===== config.mk =====
export PLATFORM = sky130hd
export DESIGN_NAME = sdram_sched_module
export DESIGN_NICKNAME = d
export VERILOG_FILES = /design/src/rtl/sdram_sched_pkg.sv /design/src/rtl/sdram_rr_arbiter.sv /design/src/rtl/sdram_sched_module.sv
export SDC_FILE = /design/constraint.sdc
export NUM_CORES = 1
export LEC_CHECK = 0
export ABC_AREA = 1
export CAP_MARGIN = 30
export CORE_MARGIN = 2
export CORE_UTILIZATION = 39
export CTS_CLUSTER_SIZE = 10
export DETAILED_ROUTE_END_ITERATION = 6
export PLACE_DENSITY = 0.68
export SYNTH_ARGS = -nofsm -noshare
export SYNTH_HDL_FRONTEND = slang
export SYNTH_SLANG_ARGS = --single-unit

===== constraint.sdc =====
create_clock -name CLK -period 3.1 [get_ports CLK]
set_clock_uncertainty 0.2 [all_clocks]
set_input_delay 0.31 -clock CLK [delete_from_list [all_inputs] [get_ports CLK]]
set_output_delay 0.31 -clock CLK [all_outputs]
set_load 0.01 [all_outputs]

===== src/rtl/sdram_sched_pkg.sv =====
// Shared encodings for the SDRAM command scheduler.
package sdram_sched_pkg;

  typedef enum logic [2:0] {
    ST_INIT = 3'd0,
    ST_IDLE = 3'd1,
    ST_REF  = 3'd2,
    ST_RW   = 3'd3,
    ST_DONE = 3'd4
  } sched_state_e;

  // One-hot Func_Start_Sig encodings: [2] refresh, [1] read, [0] write.
  localparam logic [2:0] FUNC_NONE = 3'b000;
  localparam logic [2:0] FUNC_REF  = 3'b100;
  localparam logic [2:0] FUNC_RD   = 3'b010;
  localparam logic [2:0] FUNC_WR   = 3'b001;

  // Refresh debt counter width.
  localparam int DEBT_W = 4;

  function automatic int max3(input int a, input int b, input int c);
    int m;
    m = (a > b) ? a : b;
    return (m > c) ? m : c;
  endfunction

endpackage


===== src/rtl/sdram_rr_arbiter.sv =====
// Round-robin channel picker: first channel with a pending read or write at or
// after the pointer, wrapping. Reports whether the winner asks for a read.
module sdram_rr_arbiter #(
  parameter int NCH = 2,
  parameter int CHW = 1
) (
  input  logic [NCH-1:0] rd_req,
  input  logic [NCH-1:0] wr_req,
  input  logic [CHW-1:0] ptr,
  output logic [CHW-1:0] win_idx,
  output logic           win_vld,
  output logic           win_rd
);

  logic [CHW-1:0] idx;

  // Scan NCH positions starting at ptr; the first requester wins, read beats write.
  always_comb begin
    win_idx = '0;
    win_vld = 1'b0;
    win_rd  = 1'b0;
    idx     = '0;
    for (int k = 0; k < NCH; k++) begin
      idx = CHW'((int'(ptr) + k) % NCH);
      if (!win_vld && (rd_req[idx] || wr_req[idx])) begin
        win_vld = 1'b1;
        win_idx = idx;
        win_rd  = rd_req[idx];
      end
    end
  end

endmodule


===== src/rtl/sdram_sched_module.sv =====
// SDRAM command scheduler: power-up init handshake, round-robin client grants,
// postponable auto-refresh with a debt counter, one-hot Func_Start_Sig drive.
module sdram_sched_module
  import sdram_sched_pkg::*;
#(
  parameter  int NCH      = 2,
  parameter  int T_REF    = 1500,
  parameter  int MAX_PEND = 4,
  parameter  int REF_CLKS = 9,
  parameter  int RD_CLKS  = 8,
  parameter  int WR_CLKS  = 9,
  localparam int CHW      = (NCH > 1) ? $clog2(NCH) : 1
) (
  input  logic           CLK,
  input  logic           RSTn,
  input  logic [NCH-1:0] RdEN_Sig,
  input  logic [NCH-1:0] WrEN_Sig,
  output logic [NCH-1:0] Done_Sig,
  output logic [CHW-1:0] Grant_Ch,
  output logic           Busy_Sig,
  output logic           Init_Start_Sig,
  input  logic           Init_Done_Sig,
  output logic [2:0]     Func_Start_Sig,
  output logic           Ref_Ovf_Sig
);

  localparam int RCW    = $clog2(T_REF);
  localparam int OP_MAX = max3(REF_CLKS, RD_CLKS, WR_CLKS);
  localparam int OPW    = $clog2(OP_MAX + 1);
  localparam logic [DEBT_W-1:0] DEBT_MAX = DEBT_W'(MAX_PEND);

  sched_state_e      state_q, state_d;
  logic [RCW-1:0]    ref_cnt_q, ref_cnt_d;
  logic [DEBT_W-1:0] debt_q, debt_d;
  logic [CHW-1:0]    ptr_q, ptr_d;
  logic [OPW-1:0]    op_cnt_q, op_cnt_d;
  logic [CHW-1:0]    grant_q, grant_d;
  logic [2:0]        func_q, func_d;
  logic [NCH-1:0]    done_q, done_d;
  logic              busy_q, busy_d;
  logic              init_start_q, init_start_d;
  logic              ovf_q, ovf_d;

  logic              wrap;
  logic              issue;
  logic [CHW-1:0]    win_idx;
  logic              win_vld;
  logic              win_rd;

  sdram_rr_arbiter #(
    .NCH (NCH),
    .CHW (CHW)
  ) u_arb (
    .rd_req  (RdEN_Sig),
    .wr_req  (WrEN_Sig),
    .ptr     (ptr_q),
    .win_idx (win_idx),
    .win_vld (win_vld),
    .win_rd  (win_rd)
  );

  // Next-state logic: FSM, refresh timer, debt bookkeeping and registered outputs.
  always_comb begin
    state_d      = state_q;
    ref_cnt_d    = ref_cnt_q;
    debt_d       = debt_q;
    ptr_d        = ptr_q;
    op_cnt_d     = op_cnt_q;
    grant_d      = grant_q;
    func_d       = func_q;
    done_d       = '0;
    busy_d       = busy_q;
    init_start_d = init_start_q;
    ovf_d        = ovf_q;
    issue        = 1'b0;

    // Refresh timer runs everywhere except INIT.
    wrap = (state_q != ST_INIT) && (ref_cnt_q == RCW'(T_REF - 1));
    if (state_q != ST_INIT) begin
      ref_cnt_d = wrap ? '0 : ref_cnt_q + 1'b1;
    end

    case (state_q)
      ST_INIT: begin
        if (Init_Done_Sig) begin
          init_start_d = 1'b0;
          busy_d       = 1'b0;
          state_d      = ST_IDLE;
        end else begin
          init_start_d = 1'b1;
        end
      end

      ST_IDLE: begin
        // Saturated debt beats clients; clients beat ordinary postponed refresh.
        if (debt_q == DEBT_MAX) begin
          issue = 1'b1;
        end else if (win_vld) begin
          state_d  = ST_RW;
          busy_d   = 1'b1;
          grant_d  = win_idx;
          func_d   = win_rd ? FUNC_RD : FUNC_WR;
          op_cnt_d = win_rd ? OPW'(RD_CLKS - 1) : OPW'(WR_CLKS - 1);
          ptr_d    = (win_idx == CHW'(NCH - 1)) ? '0 : win_idx + 1'b1;
        end else if (debt_q != '0) begin
          issue = 1'b1;
        end
        if (issue) begin
          state_d  = ST_REF;
          busy_d   = 1'b1;
          func_d   = FUNC_REF;
          op_cnt_d = OPW'(REF_CLKS - 1);
        end
      end

      ST_REF, ST_RW: begin
        if (op_cnt_q == '0) begin
          func_d  = FUNC_NONE;
          state_d = ST_DONE;
          if (state_q == ST_RW) done_d[grant_q] = 1'b1;
        end else begin
          op_cnt_d = op_cnt_q - 1'b1;
        end
      end

      ST_DONE: begin
        busy_d  = 1'b0;
        state_d = ST_IDLE;
      end

      default: state_d = ST_INIT;
    endcase

    // A wrap and an issue in the same cycle cancel out.
    if (wrap && !issue) begin
      if (debt_q != DEBT_MAX) debt_d = debt_q + 1'b1;
    end else if (!wrap && issue) begin
      debt_d = debt_q - 1'b1;
    end

    if (wrap && (debt_q == DEBT_MAX)) ovf_d = 1'b1;
  end

  // State and output registers with asynchronous active-low reset.
  always_ff @(posedge CLK or negedge RSTn) begin
    if (!RSTn) begin
      state_q      <= ST_INIT;
      ref_cnt_q    <= '0;
      debt_q       <= '0;
      ptr_q        <= '0;
      op_cnt_q     <= '0;
      grant_q      <= '0;
      func_q       <= FUNC_NONE;
      done_q       <= '0;
      busy_q       <= 1'b1;
      init_start_q <= 1'b0;
      ovf_q        <= 1'b0;
    end else begin
      state_q      <= state_d;
      ref_cnt_q    <= ref_cnt_d;
      debt_q       <= debt_d;
      ptr_q        <= ptr_d;
      op_cnt_q     <= op_cnt_d;
      grant_q      <= grant_d;
      func_q       <= func_d;
      done_q       <= done_d;
      busy_q       <= busy_d;
      init_start_q <= init_start_d;
      ovf_q        <= ovf_d;
    end
  end

  assign Done_Sig       = done_q;
  assign Grant_Ch       = grant_q;
  assign Busy_Sig       = busy_q;
  assign Init_Start_Sig = init_start_q;
  assign Func_Start_Sig = func_q;
  assign Ref_Ovf_Sig    = ovf_q;

endmodule


### Word level (Yosys, flattened, before mapping)

Index checks and enable logic that the tools add are counted.

* flip-flop bits (word level): 32
* input bits: 7
* output and inout port bits: 9
* word-level logic and storage cells: 113

* $add $sub $neg: 6
* magnitude comparators: 4
* equality and inequality tests: 13
* mux-type cells: 53
* bitwise logic cells: 1
* reduce and logical (&&, ||, !) cells: 25

Operators with widths (number)
* 2-to-1 mux 4 bit: 8
* 2-to-1 mux 3 bit: 9
* 2-to-1 mux 1 bit: 26
* AND reduction 4 bit: 4
* case mux 3 bit (4 select lines): 1
* adder 11 x 1 -> 11 bit, second input constant: 1
* equality test 11 bit, second input constant: 1
* 2-to-1 mux 11 bit: 1
* 2-to-1 mux 2 bit: 4
* case mux 4 bit (2 select lines): 1
* subtractor 4 x 1 -> 4 bit, second input constant: 2
* equality test 3 x 2 -> 1 bit, second input constant: 2
* logical AND 1 bit: 6
* < comparator 1 x 2 -> 1 bit, second input constant: 3
* != test 2 bit, second input constant: 3
* case mux 3 bit (2 select lines): 1
* nonzero test 3 bit: 2
* adder 4 x 1 -> 4 bit, second input constant: 1
* equality test 4 x 3 -> 1 bit, second input constant: 1
* logical NOT 4 bit: 1
* != test 4 x 3 -> 1 bit, second input constant: 1
* nonzero test 2 bit: 2
* nonzero test 4 bit: 1
* equality test 3 x 1 -> 1 bit, second input constant: 1
* 15 further kinds: 19

### Longest topological paths before layout

* word-level depth: 15
* gate-level depth with buffers: 17
* depth with buffers taken out: 17

### Cells and area by module

Synthesis repeated with hierarchy kept, for this count alone.

* cell total of the unflattened synthesis: 263
* area total of the unflattened synthesis: 1920.6 um2

Modules (own cells, without submodules)
* sdram_sched_module: instances 1, cells an instance 237, area an instance 1809.2 um2
* sdram_rr_arbiter: instances 1, cells an instance 26, area an instance 111.4 um2

### Worst setup path before layout

Ideal clock, no wire load.

* path kind: reg2reg
* from: register ptr_q
* to: register debt_q[3]
* setup time: 0.116 ns
* arrival: 1.950 ns
* path slack: 0.834 ns
* stages on the path, launching flop included: 16
* buffers on the path: 0
* path through: dfrtp_1 > o21ai_1 > nor2_4 > nand3_4 > nand2_4 > nand2_4 > nand2_1 > ha_1 > nand2_1 > nand2_1 > a31oi_1 > inv_1 > nand2_2 > nand2_1 > nand2_1 > nand2_1

* longest elaborated chain between the ends: 15
* elaborated cells between the ends (all ways): 26
* those cells by class: 1 x add/sub; 1 x eq/ne; 15 x mux; 9 x reduce/logical

Ends and longest elaborated chain
* start, declared: line sdram_sched_module.sv:35 `logic [CHW-1:0] ptr_q, ptr_d;`
* start signal, assigned: line sdram_sched_module.sv:162 `ptr_q <= ptr_d;`
* 2-to-1 mux 1 bit (not written as such) (2 in series): line sdram_rr_arbiter.sv:25 `if (!win_vld && (rd_req[idx] || wr_req[idx])) begin`
* logical OR 1 bit: line sdram_rr_arbiter.sv:25
* 2-to-1 mux 1 bit: line sdram_rr_arbiter.sv:25
* logical NOT 1 bit: line sdram_rr_arbiter.sv:25
* logical AND 1 bit: line sdram_rr_arbiter.sv:25
* 2-to-1 mux 1 bit *: line sdram_rr_arbiter.sv:25
* 2-to-1 mux 1 bit *: line sdram_sched_module.sv:98 `end else if (win_vld) begin`
* 2-to-1 mux 1 bit *: line sdram_sched_module.sv:96 `if (debt_q == DEBT_MAX) begin`
* 2-to-1 mux 1 bit * (2 in series): line sdram_sched_module.sv:83 `case (state_q)`
* logical NOT 1 bit: line sdram_sched_module.sv:135 `if (wrap && !issue) begin`
* logical AND 1 bit: line sdram_sched_module.sv:135
* != test 2 x 1 -> 1 bit (no line) / nonzero test 2 bit (equally long branches)
* AND reduction 2 bit (no line)
* end signal, assigned: line sdram_sched_module.sv:161 `debt_q <= debt_d;`
* end, declared: line sdram_sched_module.sv:34 `logic [DEBT_W-1:0] debt_q, debt_d;`

Every way passes the cells marked *; elsewhere a longest branch is shown, timed or not. The select of a mux whose other input is x is not followed.
A chain may end at the register's enable or synchronous reset.

### Final worst setup path

* from: register state_q[1]
* to: register debt_q[3]

* longest elaborated chain between the ends: 6
* elaborated cells between the ends (all ways): 12
* those cells by class: 2 x eq/ne; 2 x mux; 8 x reduce/logical

Ends and longest elaborated chain
* start, declared: line sdram_sched_module.sv:32 `sched_state_e state_q, state_d;`
* start signal, assigned: line sdram_sched_module.sv:159 `state_q <= state_d;`
* equality test 3 x 1 -> 1 bit / nonzero test 3 bit (equally long branches): line sdram_sched_module.sv:83, sdram_sched_module.sv:78
* 2-to-1 mux 1 bit / logical AND 1 bit (equally long branches): line sdram_sched_module.sv:83, sdram_sched_module.sv:78
* logical NOT 1 bit (on tied branches): line sdram_sched_module.sv:135, sdram_sched_module.sv:137
* logical AND 1 bit (on tied branches): line sdram_sched_module.sv:135, sdram_sched_module.sv:137
* != test 2 x 1 -> 1 bit (no line) / nonzero test 2 bit (equally long branches)
* AND reduction 2 bit (no line)

Several ways; a longest one is shown, not always the timed one.

==> results.py <==
metrics = {
    "status": {
        "status": "complete, no violations",
    },
    "route": {
        "drt_wl_total_um": 3290,
        "wl_per_cell_um": 11.2,
        "routed_via_density": 4.94,
        "ant_nets": 0,
        "drtIter0Drc": 83,
        "drtPass1Iterations": 4,
        "drcViolationCount": 0,
        "via_count": 1451,
    },
    "placed_design": {
        "hpwl_um": 2480,
        "pre_cts_ws_ns": 0.338,
        "dp.cells": 286,
        "port_buffers": 15,
        "routabilityCongestion": 0.858,
    },
    "clock_network": {
        "cts-resized-gates": 0,
        "cts_setup_buffers": 0,
        "clkTransAtPathRegs_ns": 0.07,
        "ctsHtreeMaxLevel": 2,
        "clock_sinks": 32,
        "cts_tree": "done",
        "cts_max_path_buffers": 2,
        "clk_latency_ns": 0.28,
        "clockRootBuffer": "clkbuf_8",
        "cts_hold_buf": 0,
        "cts_buffers": 5,
    },
    "global_routing": {
        "gr-total-overflow": 0,
        "grt_max_degree": 33,
        "grt_pass1_wl_um": 5770,
        "antenna_found_initial": 0,
        "grt_use_total_pct": 14.2,
        "grt_pass1_vias": 1375,
    },
    "timing": {
        "hold_viol": 0,
        "period_needed_ns": 2.52,
        "finalCritPeriodShare_pct": 81.2,
        "worst_slew_pin_slew_ns": 0.399,
        "fin_ws_ns": 0.581,
        "finalSetupViolCount": 0,
        "max_slew_margin_pct": 73.4,
        "fin_setup_tns_ns": 0,
        "fmax_mhz": 397,
        "rsz0062_at_grt": "no",
        "slew_viol_final": 0,
    },
    "yosys": {
        "synth.ff_latch_count": 32,
        "synth_fp_nets": 231,
        "postSynthCellCount": 218,
        "synth_warnings": 0,
        "synth_cell_types": 31,
        "syn_area_um2": 1800,
        "synth-seq-area-share_pct": 44.5,
        "synth.avg_cell_area_um2": 8.26,
    },
    "power_and_ir_drop": {
        "p_leak_nw": 1.08,
        "irDropWorstVdd_mv": 0.322,
        "power_density_nw_per_um2": 873,
    },
    "critical_path": {
        "cpMostUsedCell": "nand2_1",
        "crit_chain": "nor2_2, nand2_2, nand2_2, inv_2, nand4_4, inv_2, nand2_1, ha_1, nand2_1, nand2_1, a31oi_1, inv_1, nand2_2, nand2_1, nand2_1, nand2_1",
        "cp_max_fo": 8,
        "crit_path_end_kind": "register",
        "critPathSlowestCell": "dfrtp_1",
        "critPathKind": "register to register",
        "critPathRequiredTime_ns": 3.08,
        "path_delay_family": "simple AND/OR/NAND/NOR gates",
        "start_kind": "register",
        "max_stage_delay_ns": 0.43,
        "worst-path-buf-inv": 3,
        "cp.arrival_ns": 2.50,
    },
    "floorplan": {
        "dieArea_um2": 5180,
        "initial_utilization_pct": 40.8,
        "dieHeight_um": 71.9,
        "rows": 24,
        "io_pins": 16,
        "core-area_um2": 4410,
        "die_x_um": 71.9,
    },
    "finish": {
        "num-nets-final": 254,
        "nFillCells": 425,
        "antennaDiodeCount": 0,
        "drive_gt1_share_pct": 15.3,
        "seqCellArea_um2": 802,
        "area_growth_syn_to_layout_pct": 18.3,
        "final_cell_mix": "50 x nand2_1, 31 x dfrtp_1, 28 x inv_1",
        "instances_no_fill": 294,
        "multi_input_area_um2": 872,
        "final_common_cell": "nand2_1",
    },
    "min_path": {
        "hold_path_class": "input pin to async pin",
    },
    "flow_run": {
        "max_cap_violations": 0,
    },
}
-- final timing paths --
kind | to | depth (start not counted) | start | slack [ns]
setup / recovery | debt_q[3] | 16 | state_q[1] | 0.58
hold / removal | ptr_q | 2 | RSTn | 0.21
setup reg to reg | debt_q[3] | 16 | state_q[1] | 0.58
hold reg to reg | Ref_Ovf_Sig | 1 | Ref_Ovf_Sig | 0.27
max in group asynchronous | Busy_Sig | 2 | RSTn | 2.17
min in group CLK | Ref_Ovf_Sig | 1 | Ref_Ovf_Sig | 0.27
-- registers in the layout, indices dropped and copies added, names as in the netlist --
name / count
ref_cnt_q: 11
debt_q: 4
op_cnt_q: 4
Func_Start_Sig: 3
state_q: 3
Done_Sig: 2
Busy_Sig: 1
Grant_Ch: 1
Init_Start_Sig: 1
Ref_Ovf_Sig: 1
ptr_q: 1
-- per-layer routing --
metal  track usage (%)  wire length, um  vias to the layer above
met5                 0                0                        -
met4              5.24               27                        0
met3              3.89              133                        5
met2              23.4             1560                       28
met1              18.0             1570                      667
li1                  -                -                      751
-- cells by family (layout without fill, tap and decap cells) --
family,count (synthesis),after routing,synth area share [%]
compound gates,35,35,10.4
xor+xnor,2,2,0.973
flops,32,32,44.5
fa+ha+maj,6,6,4.59
buf+inv,33,57,7.02
simple gates,110,110,32.5
-- Yosys cell counts, drive strengths merged --
cell type / number / area share, %
a21o: 1 / 0.42
a21oi: 13 / 3.6
a2bb2oi: 1 / 0.49
a31oi: 2 / 0.69
dfrtp: 31 / 43
dfstp: 1 / 1.5
fa: 1 / 1.1
ha: 5 / 3.5
inv: 33 / 7.0
nand2: 59 / 14
nand3: 16 / 6.1
nand4: 5 / 3.3
nor2: 22 / 5.8
nor3: 7 / 2.8
o21ai: 17 / 4.7
o21bai: 1 / 0.42
or2: 1 / 0.35
xor2: 2 / 0.97
-- cell type report --
cell class	instances	area share (%)
clock buffer	6	3.41
clock inverter	2	1.64
inverter	33	5.93
multi-input combinational	153	40.9
sequential	32	37.6
tap	52	3.05
timing repair buffer	16	7.40
-- power by group --
group | internal (mW) | leakage [nW] | switching (mW)
Sequential | 0.562 | 0.407 | 0.107
Combinational | 0.302 | 0.623 | 0.497
Clock | 0.238 | 0.0552 | 0.154
Total | 1.10 | 1.08 | 0.757
-- per-stage QoR --
stage          hold WS [ns]  util (%)  total power [mW]  instance area [um2]
3_3_place_gp          0.262      45.8              1.46                 2020
3_5_place_dp          0.261      45.8              1.47                 2020
2_1_floorplan        -0.186         -              1.26                 1800
4_1_cts               0.230      48.3              1.87                 2130
6_report              0.212      48.3              1.86                 2130
5_1_grt               0.264      48.3              2.01                 2130
(Power assumes the default switching activity.)
